===== config.mk =====
export PLATFORM = sky130hd
export DESIGN_NAME = regfile_param
export DESIGN_NICKNAME = d
export VERILOG_FILES = /design/src/rtl/regfile_pkg.sv /design/src/rtl/regfile_cell.sv /design/src/rtl/regfile_param.sv
export SDC_FILE = /design/constraint.sdc
export NUM_CORES = 1
export LEC_CHECK = 0
export ABC_AREA = 0
export BUFFER_PORTS_ARGS = -buffer_cell sky130_fd_sc_hd__buf_4
export CAP_MARGIN = 10
export CORE_AREA = 2 2 108 84
export DETAILED_ROUTE_END_ITERATION = 7
export DIE_AREA = 0 0 110 86
export PLACE_DENSITY_LB_ADDON = 0.05
export SETUP_SLACK_MARGIN = 0.4
export SLEW_MARGIN = 20
export SYNTH_ARGS = -nofsm -noshare
export SYNTH_HDL_FRONTEND = slang
export SYNTH_HIERARCHICAL = 1
export SYNTH_SLANG_ARGS = --single-unit

===== constraint.sdc =====
create_clock -name CLK -period 2.25 [get_ports CLK]
set_input_delay 0.1125 -clock CLK [delete_from_list [all_inputs] [get_ports CLK]]
set_output_delay 0.1125 -clock CLK [all_outputs]
set_load 0.02 [all_outputs]

===== src/rtl/regfile_pkg.sv =====
// Shared definitions for the parametrised register file.
// Contents:
//   FS_CLR/FS_LOAD/FS_DEC/FS_INC : FunSel operation encodings
//   addr_w()                     : width of a register address for a given depth
package regfile_pkg;

    localparam logic [1:0] FS_CLR  = 2'b00;
    localparam logic [1:0] FS_LOAD = 2'b01;
    localparam logic [1:0] FS_DEC  = 2'b10;
    localparam logic [1:0] FS_INC  = 2'b11;

    // Address width for a register file of 'depth' entries (at least 1 bit).
    function automatic int addr_w(input int depth);
        return (depth <= 2) ? 1 : $clog2(depth);
    endfunction

endpackage


===== src/rtl/regfile_cell.sv =====
// One register of the register file with its sticky Wrap bit.
// Ports:
//   CLK     : clock, updates on rising edge
//   RST     : asynchronous active-high reset (Q=0, Wrap=0)
//   E       : enable; when low the register holds
//   FunSel  : operation (clear, load, decrement, increment)
//   I       : load data
//   FlagClr : synchronous clear of Wrap (a wrap event on the same edge wins)
//   Q       : stored value
//   Wrap    : sticky overflow/underflow flag
module regfile_cell
    import regfile_pkg::*;
#(
    parameter int WIDTH    = 8,
    parameter int SATURATE = 0
) (
    input  logic             CLK,
    input  logic             RST,
    input  logic             E,
    input  logic [1:0]       FunSel,
    input  logic [WIDTH-1:0] I,
    input  logic             FlagClr,
    output logic [WIDTH-1:0] Q,
    output logic             Wrap
);

    localparam logic [WIDTH-1:0] ALL_ONES = '1;
    localparam logic [WIDTH-1:0] ONE      = {{(WIDTH-1){1'b0}}, 1'b1};

    logic [WIDTH-1:0] r_q;
    logic             r_wrap;
    logic [WIDTH-1:0] w_next;
    logic             w_wrap_evt;

    always_comb begin
        w_next     = r_q;
        w_wrap_evt = 1'b0;
        if (E) begin
            case (FunSel)
                FS_CLR:  w_next = '0;
                FS_LOAD: w_next = I;
                FS_DEC: begin
                    if (r_q == '0) begin
                        w_wrap_evt = 1'b1;
                        w_next     = (SATURATE != 0) ? '0 : ALL_ONES;
                    end else begin
                        w_next = r_q - ONE;
                    end
                end
                default: begin
                    if (r_q == ALL_ONES) begin
                        w_wrap_evt = 1'b1;
                        w_next     = (SATURATE != 0) ? ALL_ONES : '0;
                    end else begin
                        w_next = r_q + ONE;
                    end
                end
            endcase
        end
    end

    always_ff @(posedge CLK or posedge RST) begin
        if (RST) begin
            r_q    <= '0;
            r_wrap <= 1'b0;
        end else begin
            r_q <= w_next;
            // Setting has priority over the clear.
            if (w_wrap_evt) begin
                r_wrap <= 1'b1;
            end else if (FlagClr) begin
                r_wrap <= 1'b0;
            end
        end
    end

    assign Q    = r_q;
    assign Wrap = r_wrap;

endmodule


===== src/rtl/regfile_param.sv =====
// Parametrised WIDTH x DEPTH register file with two combinational read ports.
// Ports:
//   CLK, RST         : clock and asynchronous active-high reset
//   FunSel           : shared operation for all enabled registers
//   RegSel           : per-register enable mask
//   I                : load data
//   OutASel/OutBSel  : read addresses (addresses >= DEPTH read as 0)
//   FlagClr          : synchronous clear of all Wrap flags
//   OutA/OutB        : read data (optionally bypassed from I on a load)
//   ZeroA            : OutA == 0
//   Wrap             : sticky per-register overflow/underflow flags
module regfile_param
    import regfile_pkg::*;
#(
    parameter int WIDTH    = 8,
    parameter int DEPTH    = 4,
    parameter int SATURATE = 0,
    parameter int BYPASS   = 0,
    localparam int AW      = addr_w(DEPTH)
) (
    input  logic             CLK,
    input  logic             RST,
    input  logic [1:0]       FunSel,
    input  logic [DEPTH-1:0] RegSel,
    input  logic [WIDTH-1:0] I,
    input  logic [AW-1:0]    OutASel,
    input  logic [AW-1:0]    OutBSel,
    input  logic             FlagClr,
    output logic [WIDTH-1:0] OutA,
    output logic [WIDTH-1:0] OutB,
    output logic             ZeroA,
    output logic [DEPTH-1:0] Wrap
);

    logic [WIDTH-1:0] w_q [DEPTH];
    logic [WIDTH-1:0] w_a;
    logic [WIDTH-1:0] w_b;
    logic             w_load_byp;

    for (genvar gi = 0; gi < DEPTH; gi++) begin : g_cell
        regfile_cell #(
            .WIDTH   (WIDTH),
            .SATURATE(SATURATE)
        ) u_cell (
            .CLK    (CLK),
            .RST    (RST),
            .E      (RegSel[gi]),
            .FunSel (FunSel),
            .I      (I),
            .FlagClr(FlagClr),
            .Q      (w_q[gi]),
            .Wrap   (Wrap[gi])
        );
    end

    // Bypass is suppressed while in reset so the ports read 0 throughout reset.
    assign w_load_byp = (BYPASS != 0) && (FunSel == FS_LOAD) && !RST;

    // Matching against each valid index leaves out-of-range addresses at 0.
    always_comb begin
        w_a = '0;
        w_b = '0;
        for (int k = 0; k < DEPTH; k++) begin
            if (OutASel == k[AW-1:0]) begin
                w_a = (w_load_byp && RegSel[k]) ? I : w_q[k];
            end
            if (OutBSel == k[AW-1:0]) begin
                w_b = (w_load_byp && RegSel[k]) ? I : w_q[k];
            end
        end
    end

    assign OutA  = w_a;
    assign OutB  = w_b;
    assign ZeroA = (w_a == '0);

endmodule


==> results of run 1 <==
[cell type report]
class	count	area share, %
Clock buffer	6	1.73
Clock inverter	2	0.209
Inverter	28	2.20
Multi-Input combinational cell	331	56.3
Sequential cell	36	19.1
Tap cell	108	2.83
Timing Repair Buffer	100	17.6
[layout by cell type (no fill, tap or decap), drive strengths merged, types with 10 or more instances in the layout]
cell	Yosys	layout
a22oi	12	12
or4	10	10
buf	10	99
nand3	12	12
mux4	16	16
dfrtp	36	36
nor2	29	29
nor2b	12	12
a221o	12	12
inv	28	28
nand2	32	32
o31a	12	12
a21oi	28	28
o21ai	24	24
[worst max-delay path by stage]
stage / to / slack (ps) / depth (start not counted)
final: ZeroA / 30 / 5
after global routing: ZeroA / -10 / 5
after CTS: ZeroA / 60 / 5
after detailed placement: g_cell[0].u_cell/Q[0] / 200 / 4
after global placement: g_cell[3].u_cell/Q[0] / 250 / 4
after floorplan: g_cell[0].u_cell/Q[0] / 230 / 4
[timing repair]
item / 4_1_cts / 5_1_grt
hold endpoints to repair: 36 / 0
hold buffers: 1 / 0
setup buffers: 11 / 12
gates resized for setup: 28 / 53
pin swaps: 10 / 20
endpoints found under the setup margin: 11 / 18
[cell usage after synthesis (5+ instances only)]
cell / instances / area share [%]
inv_1: 28 / 2.9
a22o_1: 8 / 1.9
o21ai_0: 24 / 3.3
clkbuf_1: 26 / 2.7
dfrtp_1: 36 / 24
nand2_1: 32 / 3.3
o311ai_0: 8 / 1.9
or3_1: 8 / 1.4
or4_1: 6 / 1.2
nor3_1: 8 / 1.1
o31ai_1: 8 / 1.6
a221o_1: 12 / 3.3
a41o_1: 8 / 2.2
ha_1: 8 / 2.7
nand3_1: 12 / 1.6
nor2_1: 29 / 3.0
o31a_1: 8 / 1.9
a21oi_1: 28 / 3.8
mux4_2: 15 / 9.2
nor2b_1: 12 / 2.0
xor2_1: 8 / 1.9
a22oi_1: 12 / 2.4
buf_6: 5 / 1.5
nand2b_1: 8 / 1.4
[critical path: stages (launching register included)]
cell     delay (ps)
dfrtp_1         400
buf_6           150
mux4_2          480
or4_4           560
nor2_4          110
buf_6           120
[stage by stage]
stage / setup TNS, ps / setup slack, ps / cell area, um^2
global placement: 0 / 250 / 4210
floorplan: 0 / 234 / 3690
finish: 0 / 28.9 / 4780
CTS: 0 / 56.9 / 4480
detailed placement: 0 / 197 / 4210
global route: -11.1 / -11.1 / 4780
[routing by layer]
layer	vias to the layer above	part of all wire, %	GRT usage (%)
met3	38	12	6.16
li1	1827	-	-
met2	305	43	41.4
met5	-	0	0
met1	2009	43	43.9
met4	0	1.8	4.95
[state kept, by name (all words and copies together), names as in the netlist]
name                count
g_cell.u_cell/Q        32
g_cell.u_cell/Wrap      4
[power groups by stage]
stage,clock [W],combinational (W),sequential (W)
6_report,0.000511,0.00169,0.000871
5_1_grt,0.000553,0.00179,0.000879
4_1_cts,0.000518,0.00149,0.000853
3_5_place_dp,0,0.00137,0.000857
3_3_place_gp,0,0.00137,0.000859
2_1_floorplan,0,0.000879,0.000864
[logic make-up (layout without fill, tap and decap cells)]
kind of cell / count (synthesis) / count (layout) / synth area share (%)
compound gates: 148 / 148 / 29.7
simple gates: 143 / 143 / 21.3
buf+inv: 64 / 136 / 7.69
flops: 36 / 36 / 24.5
mux: 24 / 24 / 12.2
fa+ha+maj: 8 / 8 / 2.72
xor+xnor: 8 / 8 / 1.90
==> run metrics, run 1 <==
worst reg-to-reg setup slack=100 ps; CTS tree=done; Die ar.=9460 um^2; min Tclk post-route=2220 ps; Gate power share=between 50 and 60%; pwr dens=around 640 nW/um^2; Slew HR=between 60 and 70%; Hold Vio Cnt, Final=0; status=completed; HPWL after detailed placement=~9500 um; startpoint class of the critical path=flop; maximum vdd ir drop=0.360 mV; PortBufs=a little over 40; final wirelength=13900 um; FILL cells=736; Hold Path Class=primary input to flop; critical path data required time=approximately 2100 ps; Slew Viols, Final=0; post-route ant nets=0; Die Wd=110 um; vias=about 4200; largest fanout on the critical path=7; Max clock buf depth=2; NetSw=roughly 0.0013 W; Net count, final=531; vias in the first global route=3677; Int Power=between 0.0015 and 0.002 W; Sequential Area=just over 900 um^2; ANT cells=0; Critical path origin=g_cell[3].u_cell/Q[6]; CTS H-tree lvls=2; Critical Path Sink Type=primary output; post-route clock period utilization=between 90 and 100%; first-pass GRT wire length=about 21000 um; Worst Setup Path Type=flop to primary output; critical path arrival=about 2100 ps; Main synth FF type=dfrtp_1; Least-Margin Pin Slew=~530 ps; Remaining DRCs=0; 1st-iter DRT viols=between 300 and 400; clock group share of total power=roughly 17%; syn_area_per_cell=~8.5 um^2; ys async rst share=100%; CTS Buf Count=5; number of flops mapped to enable cells by yosys=0; total power=0.00307 W; Cells after DPL=around 580; register area share after synthesis=around a quarter; GP Congestion=~0.94; RSZ-0062 raised after global routing=yes; Mapped Area=~3700 um^2; Area Growth Syn to Fin=30.0%; synthesized flop and latch total=36; Via density=a little under 7; per-cell routed wire length=roughly 23 um; GRT Total Usage=28.6%; Worst R2R End=g_cell[1].u_cell/Q[0]; Syn Nets=460; layout cells sized above 1=a little over a third; worst reg-to-reg path cell count=5; Yosys warnings=6; Reg power frac=between 20% and 30%; reg2reg start=g_cell[1].u_cell/Q[6]; hold slack=roughly 90 ps; Site Rows=29; Die Ht=around 86 um; drt first pass iters=5; Netlist cell types=44; footprint of the multi-input gates=roughly 2700 um^2; Max-Cap Viols=0; CTS sink cnt=36; CORE AREA=8310 um^2; WHS Path Cells=2; Skew-Pair Late Insertion Delay=290 ps; Hold Crit Endpoint=g_cell[1].u_cell/Q[0]; Fmax=between 0.4 and 0.5 GHz; Clock Root Buffer=clkbuf_8; final std cells w/o fill=611; switch share=a little over two fifths; Setup Viol. Count Final=0; clock skew=about 5.3 ps; Post-Synthesis Cells=roughly 430; Pleak=2.04 nW; Core Util, Final=between 50% and 60%; Congestion Overflow GR=0; initial antenna violation count=0; Ports=between 40 and 50; Clock Pin Slew Worst Setup and Hold Paths=~90 ps; pin count of the biggest net entering global routing=roughly 40; Hold Startpoint=RegSel[1]; initial core utilization=roughly 44%
Power figures use the tool's default switching activity.
==> run 2, diff against run 1 <==
--- a/config.mk
+++ b/config.mk
@@ -5,12 +5,12 @@
 export SDC_FILE = /design/constraint.sdc
 export NUM_CORES = 1
 export LEC_CHECK = 0
-export ABC_AREA = 0
+export ABC_AREA = 1
 export BUFFER_PORTS_ARGS = -buffer_cell sky130_fd_sc_hd__buf_4
 export CAP_MARGIN = 10
-export CORE_AREA = 2 2 108 84
+export CORE_AREA = 2 2 113 87
 export DETAILED_ROUTE_END_ITERATION = 7
-export DIE_AREA = 0 0 110 86
+export DIE_AREA = 0 0 115 89
 export PLACE_DENSITY_LB_ADDON = 0.05
 export SETUP_SLACK_MARGIN = 0.4
 export SLEW_MARGIN = 20
==> run 2 against run 1 <==
Utilization fell by 7.3 points. Sequential cell count did not move. Synthesized area rose by 9.3%. Clock skew rose by 0.55 ps. Synthesized cell count rose by 55%. Total power fell by 7.9%. Final area fell by 5.3%. Highest routed layer unchanged.
==> run metrics, run 2 <==
Die Wd=115 um (was 110 um); startpoint class of the critical path=flop (unchanged); Site Rows=30 (was 29); worst stage delay on the critical path=420 ps (was 560 ps); CTS H-tree lvls=2 (unchanged); Worst Setup Path Type=flop to flop (was flop to primary output); Setup WS pre-CTS=586 ps (was 197 ps); Via density=5.54 (was 6.84); pwr dens=626 nW/um^2 (was 643 nW/um^2); setup TNS=0 ps (unchanged); PortBufs=41 (unchanged); Commonest cells post-synth=nand2_1 (208), inv_1 (95), nand3_1 (88) (was dfrtp_1 (36), nand2_1 (32), nor2_1 (29), a21oi_1 (28), inv_1 (28)); Reg power frac=34.4% (was 28.3%); number of flops mapped to enable cells by yosys=0 (unchanged); Netlist cell types=32 (was 44); final wirelength=13400 um (was 13900 um); initial core utilization=44.6% (was 44.3%); GRT Total Usage=27.6% (was 28.6%); CP Cell Sequence=inv_1 > ha_1 > nand2_1 > nor2_4 > nand2_2 > nor2_4 > nor2_1 > nand3_1 > o21ai_1 > inv_1 (was buf_6 > mux4_2 > or4_4 > nor2_4 > buf_6); Yosys warnings=6 (unchanged); max reg flops=32 (unchanged); Clock Pin Slew Worst Setup and Hold Paths=70 ps (was 90 ps); CORE AREA=9010 um^2 (was 8310 um^2); FILL cells=930 (was 736); Mapped Area=4020 um^2 (was 3680 um^2); Main synth FF type=dfrtp_1 (unchanged); post-route ant nets=0 (unchanged); register area share after synthesis=22.4% (was 24.5%); Remaining DRCs=0 (unchanged); vias=4511 (was 4179); Syn Nets=698 (was 460); GP Congestion=0.970 (was 0.939); share of the synthesized area in the top cell type=22.4% (was 24.5%); initial antenna violation count=0 (unchanged); switch share=42.7% (was 41.9%); synthesized flop and latch total=36 (unchanged); Max-Cap Viols=0 (unchanged); min Tclk post-route=1720 ps (was 2220 ps); first-pass GRT wire length=21700 um (was 20600 um); layout cells sized above 1=17.0% (was 35.6%); top-count cell post-synth=nand2_1 (was dfrtp_1); Setup Viol. Count Final=0 (unchanged); most common cell after layout, fill and taps aside=nand2_1 (was buf_4); HPWL after detailed placement=10000 um (was 9460 um); pin count of the biggest net entering global routing=18 (was 41); post-route clock period utilization=76.3% (was 98.7%); Ports=42 (unchanged); critical path arrival=1940 ps (was 2110 ps); Die ar.=10200 um^2 (was 9460 um^2); status=completed (unchanged); Int Power=0.00162 W (was 0.00179 W); Net count, final=730 (was 531); Skew-Pair Late Insertion Delay=290 ps (about the same); Yosys top cell by area=dfrtp_1 (unchanged); Least-Margin Pin Slew=563 ps (was 533 ps); largest cells by area after synthesis=dfrtp_1 (22%), nand2_1 (19%), nand3_1 (11%) (was dfrtp_1 (24%), mux4_2 (9.2%), a21oi_1 (3.8%)); Gate power share=36.6% (was 55.1%); Slew Viols, Final=0 (unchanged); ys async rst share=100% (unchanged); Clock Root Buffer=clkbuf_16 (was clkbuf_8); syn_area_per_cell=6.01 um^2 (was 8.53 um^2); most frequent cells in the layout=nand2_1 (208), inv_1 (94), nand3_1 (88), buf_4 (41) (was buf_4 (76), nand2_1 (32), inv_1 (28), a21oi_1 (27), dfrtp_1 (26)); Max clock buf depth=2 (unchanged); clock skew=5.82 ps (was 5.27 ps); maximum vdd ir drop=0.340 mV (was 0.360 mV); Hold Vio Cnt, Final=0 (unchanged); Critical Path Sink Type=flop (was primary output); Die Ht=89 um (was 86 um); Hold Path Class=primary input to flop (unchanged); ANT cells=0 (unchanged); Fmax=0.582 GHz (was 0.450 GHz); per-cell routed wire length=16.5 um (was 22.7 um); largest fanout on the critical path=6 (was 7); CP max stage cell=dfrtp_1 (was or4_4); post-route setup slack=533 ps (was 28.9 ps); clock group share of total power=29.0% (was 16.6%); 1st-iter DRT viols=374 (was 313); vias in the first global route=4129 (was 3677); NetSw=0.00121 W (was 0.00129 W); CTS sink cnt=36 (unchanged); CTS tree=done (unchanged); Area Growth Syn to Fin=12.6% (was 30.0%); Slew HR=62.3% (was 64.4%); Congestion Overflow GR=0 (unchanged); RSZ-0062 raised after global routing=no (was yes); critical path data required time=2470 ps (was 2140 ps); CTS Buf Count=5 (unchanged); Post-Synthesis Cells=669 (was 431); drt first pass iters=5 (unchanged); Pleak=2.31 nW (was 2.04 nW)
## run 2: kinds of logic after synthesis
logic type               share of synthesized area [%]
AND/OR/NAND/NOR                                   48.0
buffers and inverters                             13.6
AO/OA/AOI/OAI                                     12.7
flip-flops                                        22.4
adder cells (fa/ha/maj)                           2.49
XOR/XNOR                                         0.871
## run 2: worst paths after layout
check                      slack [ps]  cells past startpoint                    end             startpoint
setup reg to reg                  530                     10  g_cell[2].u_cell/Q[5]  g_cell[2].u_cell/Q[0]
hold / removal                    110                      2  g_cell[1].u_cell/Wrap                FlagClr
setup / recovery                  530                     10  g_cell[2].u_cell/Q[5]  g_cell[2].u_cell/Q[0]
max in group asynchronous        1550                      3  g_cell[2].u_cell/Q[7]                    RST
hold reg to reg                   540                      2  g_cell[0].u_cell/Wrap  g_cell[0].u_cell/Wrap
min in group asynchronous         390                      3  g_cell[0].u_cell/Q[2]                    RST
## run 2: layer usage
layer | wire, um | vias to the layer above | track usage (%)
met5 | 0 | - | 0
met4 | 346 | 0 | 9.75
met3 | 1020 | 22 | 4.61
met2 | 5510 | 181 | 40.3
met1 | 6520 | 2080 | 41.0
li1 | - | 2228 | -
## run 2: power by group through the flow
stage               Combinational [W]  Sequential (W)  Clock, W
floorplan                    0.000799        0.000861         0
global placement              0.00102        0.000978         0
detailed placement            0.00102        0.000978         0
CTS                           0.00103        0.000967  0.000836
global route                  0.00117        0.000993  0.000869
finish                        0.00104        0.000974  0.000821
## run 2: worst max-delay path, delay by kind of cell (launching register included)
family / cells / cell delay (ps)
buffers and inverters: 2 / 240
DFF: 1 / 420
adders and majority gates: 1 / 230
and+or+nand+nor: 6 / 730
AOI/OAI and AO/OA: 1 / 60
## run 2: stage by stage
stage	cell area, um^2	instances	power (W)	util, %	hold slack (ps)
floorplan	4020	669	0.00166	-	-59.6
global placement	4350	805	0.00200	48.3	159
detailed placement	4350	805	0.00200	48.3	157
CTS	4530	814	0.00283	50.2	104
global route	4530	814	0.00304	50.2	103
finish	4530	814	0.00283	50.2	107
## run 2: area by class of cell
type | instances | area (um^2) | share of cell area [%]
flip-flops and latches | 36 | 901 | 19.9
clock inverters | 3 | 42.5 | 0.940
clock buffers | 5 | 125 | 2.76
repair buffers | 42 | 318 | 7.02
inverters | 110 | 425 | 9.40
multi-input cells | 506 | 2570 | 56.9
well taps | 112 | 140 | 3.10
## run 2: timing repair
action                                  4_1_cts  5_1_grt
resized for setup                             0        1
hold buffers                                  1        0
endpoints found under the setup margin        0        1
buffers inserted                              0        0
hold endpoints to repair                     36        0
==> run 3, diff against run 2 <==
==> constraint.sdc (replaced) <==
create_clock -name CLK -period 1.7 [get_ports CLK]
set_input_delay 0.085 -clock CLK [delete_from_list [all_inputs] [get_ports CLK]]
set_output_delay 0.085 -clock CLK [all_outputs]
set_load 0.02 [all_outputs]
==> run 3 against run 2 <==
Global-route usage grew 3.0 points. Sequential share of layout area shrank 4.4 points. Routed wire length grew 20%. Final area grew 34%. Hold slack lost 25 ps. Setup slack lost 410 ps. Combinational power grew 140%. First-iteration DRC count grew 3.5%. Largest cell class unchanged. Highest routed layer unchanged.
==> run metrics, run 3 (synthesis gave the netlist of run 2 again) <==
status=completed (unchanged); CORE AREA=9010 um^2 (unchanged); pwr dens=794 nW/um^2 (was 626 nW/um^2); Worst Setup Path Type=flop to primary output (was flop to flop); maximum vdd ir drop=0.559 mV (was 0.340 mV); first-pass GRT wire length=24100 um (was 21700 um); CTS sink cnt=36 (unchanged); Least-Margin Pin Slew=571 ps (was 563 ps); CTS tree=done (unchanged); Site Rows=30 (unchanged); NetSw=0.00201 W (was 0.00121 W); layout cells sized above 1=44.9% (was 17.0%); Sequential Area=941 um^2 (was 901 um^2); Ports=42 (unchanged); GRT Total Usage=30.6% (was 27.6%); Pleak=2.95 nW (was 2.31 nW); critical path arrival=1490 ps (was 1940 ps); Int Power=0.00281 W (was 0.00162 W); RSZ-0062 raised after global routing=yes (was no); vias in the first global route=4504 (was 4129); HPWL after detailed placement=9850 um (was 10000 um); min Tclk post-route=between 1500 and 2000 ps; clock skew=6.87 ps (was 5.82 ps); startpoint class of the critical path=flop (unchanged); most frequent cells in the layout=nand2_1 (181), buf_4 (94), inv_1 (82), nand3_1 (57), buf_6 (38) (was nand2_1 (208), inv_1 (94), nand3_1 (88), buf_4 (41)); Slew Viols, Final=0 (unchanged); drt first pass iters=6 (was 5); switch share=41.8% (was 42.7%); Fmax=~0.63 GHz; Gate power share=52.3% (was 36.6%); ANT cells=0 (unchanged); Reg power frac=25.1% (was 34.4%); Net count, final=828 (was 730); initial antenna violation count=0 (unchanged); Setup Viol. Count Final=0 (unchanged); FILL cells=776 (was 930); max reg flops=32 (unchanged); Clock Root Buffer=clkbuf_16 (unchanged); Clock Pin Slew Worst Setup and Hold Paths=60 ps (was 70 ps); footprint of the multi-input gates=3130 um^2 (was 2570 um^2); setup TNS=0 ps (unchanged); Die Ht=89 um (unchanged); Remaining DRCs=0 (unchanged); clock group share of total power=22.6% (was 29.0%); per-cell routed wire length=17.7 um (was 16.5 um); Max-Cap Viols=0 (unchanged); CTS Buf Count=5 (unchanged); 1st-iter DRT viols=387 (was 374); initial core utilization=44.6% (unchanged); total power=0.00482 W (was 0.00283 W); pin count of the biggest net entering global routing=18 (unchanged); most common cell after layout, fill and taps aside=nand2_1 (unchanged); Congestion Overflow GR=0 (unchanged); post-route clock period utilization=between 90% and 100%; Finished Cell Area=6070 um^2 (was 4530 um^2); final wirelength=16100 um (was 13400 um); Placed Area=4460 um^2 (was 4350 um^2); post-route ant nets=0 (unchanged); Die Wd=115 um (unchanged); largest fanout on the critical path=4 (was 6); Max clock buf depth=2 (unchanged); Hold Path Class=primary input to flop (unchanged); PortBufs=41 (unchanged); GP Congestion=0.888 (was 0.970); Area Growth Syn to Fin=51.0% (was 12.6%); vias=5139 (was 4511); Skew-Pair Late Insertion Delay=280 ps (was 290 ps); Via density=5.63 (was 5.54); Critical Path Sink Type=primary output (was flop); critical path data required time=1620 ps (was 2470 ps); Die ar.=10200 um^2 (unchanged); Hold Vio Cnt, Final=0 (unchanged); CTS H-tree lvls=2 (unchanged); Slew HR=61.8% (was 62.3%)
run 3: final cells by class:
type	count	area share, %
Clock buffer	5	2.06
Clock inverter	3	0.700
Inverter	110	7.35
Multi-Input combinational cell	506	51.5
Sequential cell	36	15.5
Tap cell	112	2.31
Timing Repair Buffer	140	20.6
run 3: worst paths after layout:
kind	from	cells past startpoint	slack (ps)	endpoint
max in group asynchronous	RST	3	970	g_cell[1].u_cell/Q[1]
max reg2reg	g_cell[0].u_cell/Q[4]	8	150	g_cell[0].u_cell/Q[0]
min in group asynchronous	RST	3	380	g_cell[0].u_cell/Q[1]
min	FlagClr	2	80	g_cell[0].u_cell/Wrap
min reg2reg	g_cell[3].u_cell/Wrap	2	540	g_cell[3].u_cell/Wrap
max	g_cell[3].u_cell/Q[0]	6	120	ZeroA
run 3: worst max-delay path, stage by stage, from the launching register on:
cell     delay (ps)
dfrtp_2         460
nand3_2          70
nand4_1         200
nor2_1          180
nand2_2          80
nor2_4          100
buf_6           110
run 3: power groups by stage:
stage	Clock (W)	Combinational [W]	Sequential (W)
2_1_floorplan	0	0.00111	0.00115
3_3_place_gp	0	0.00141	0.00129
3_5_place_dp	0	0.00142	0.00129
4_1_cts	0.00112	0.00205	0.00120
5_1_grt	0.00115	0.00271	0.00122
6_report	0.00109	0.00252	0.00121
run 3: timing repair:
item / 4_1_cts / 5_1_grt
cloned: 2 / 0
pin swaps: 47 / 75
setup endpoints to repair: 51 / 52
hold endpoints to repair: 36 / 0
setup buffers: 58 / 37
hold buffers: 1 / 0
resized for setup: 105 / 108
run 3: metrics by stage:
stage               hold slack (ps)  cells  utilization, %  worst slack (ps)
floorplan                     -87.1    669               -               394
global placement                126    806            49.5               200
detailed placement              130    806            49.5               210
CTS                            68.7    875            59.9               163
global route                   70.6    912            67.4              52.1
finish                         81.4    912            67.4               124
run 3: per-layer routing:
metal	wire, um	track usage, %	vias to the layer above	part of all wire [%]
met5	0	0	-	0
met4	327	9.64	0	2.0
met3	1600	7.80	29	9.9
met2	7200	46.4	269	45
met1	7000	42.9	2421	43
li1	-	-	2420	-
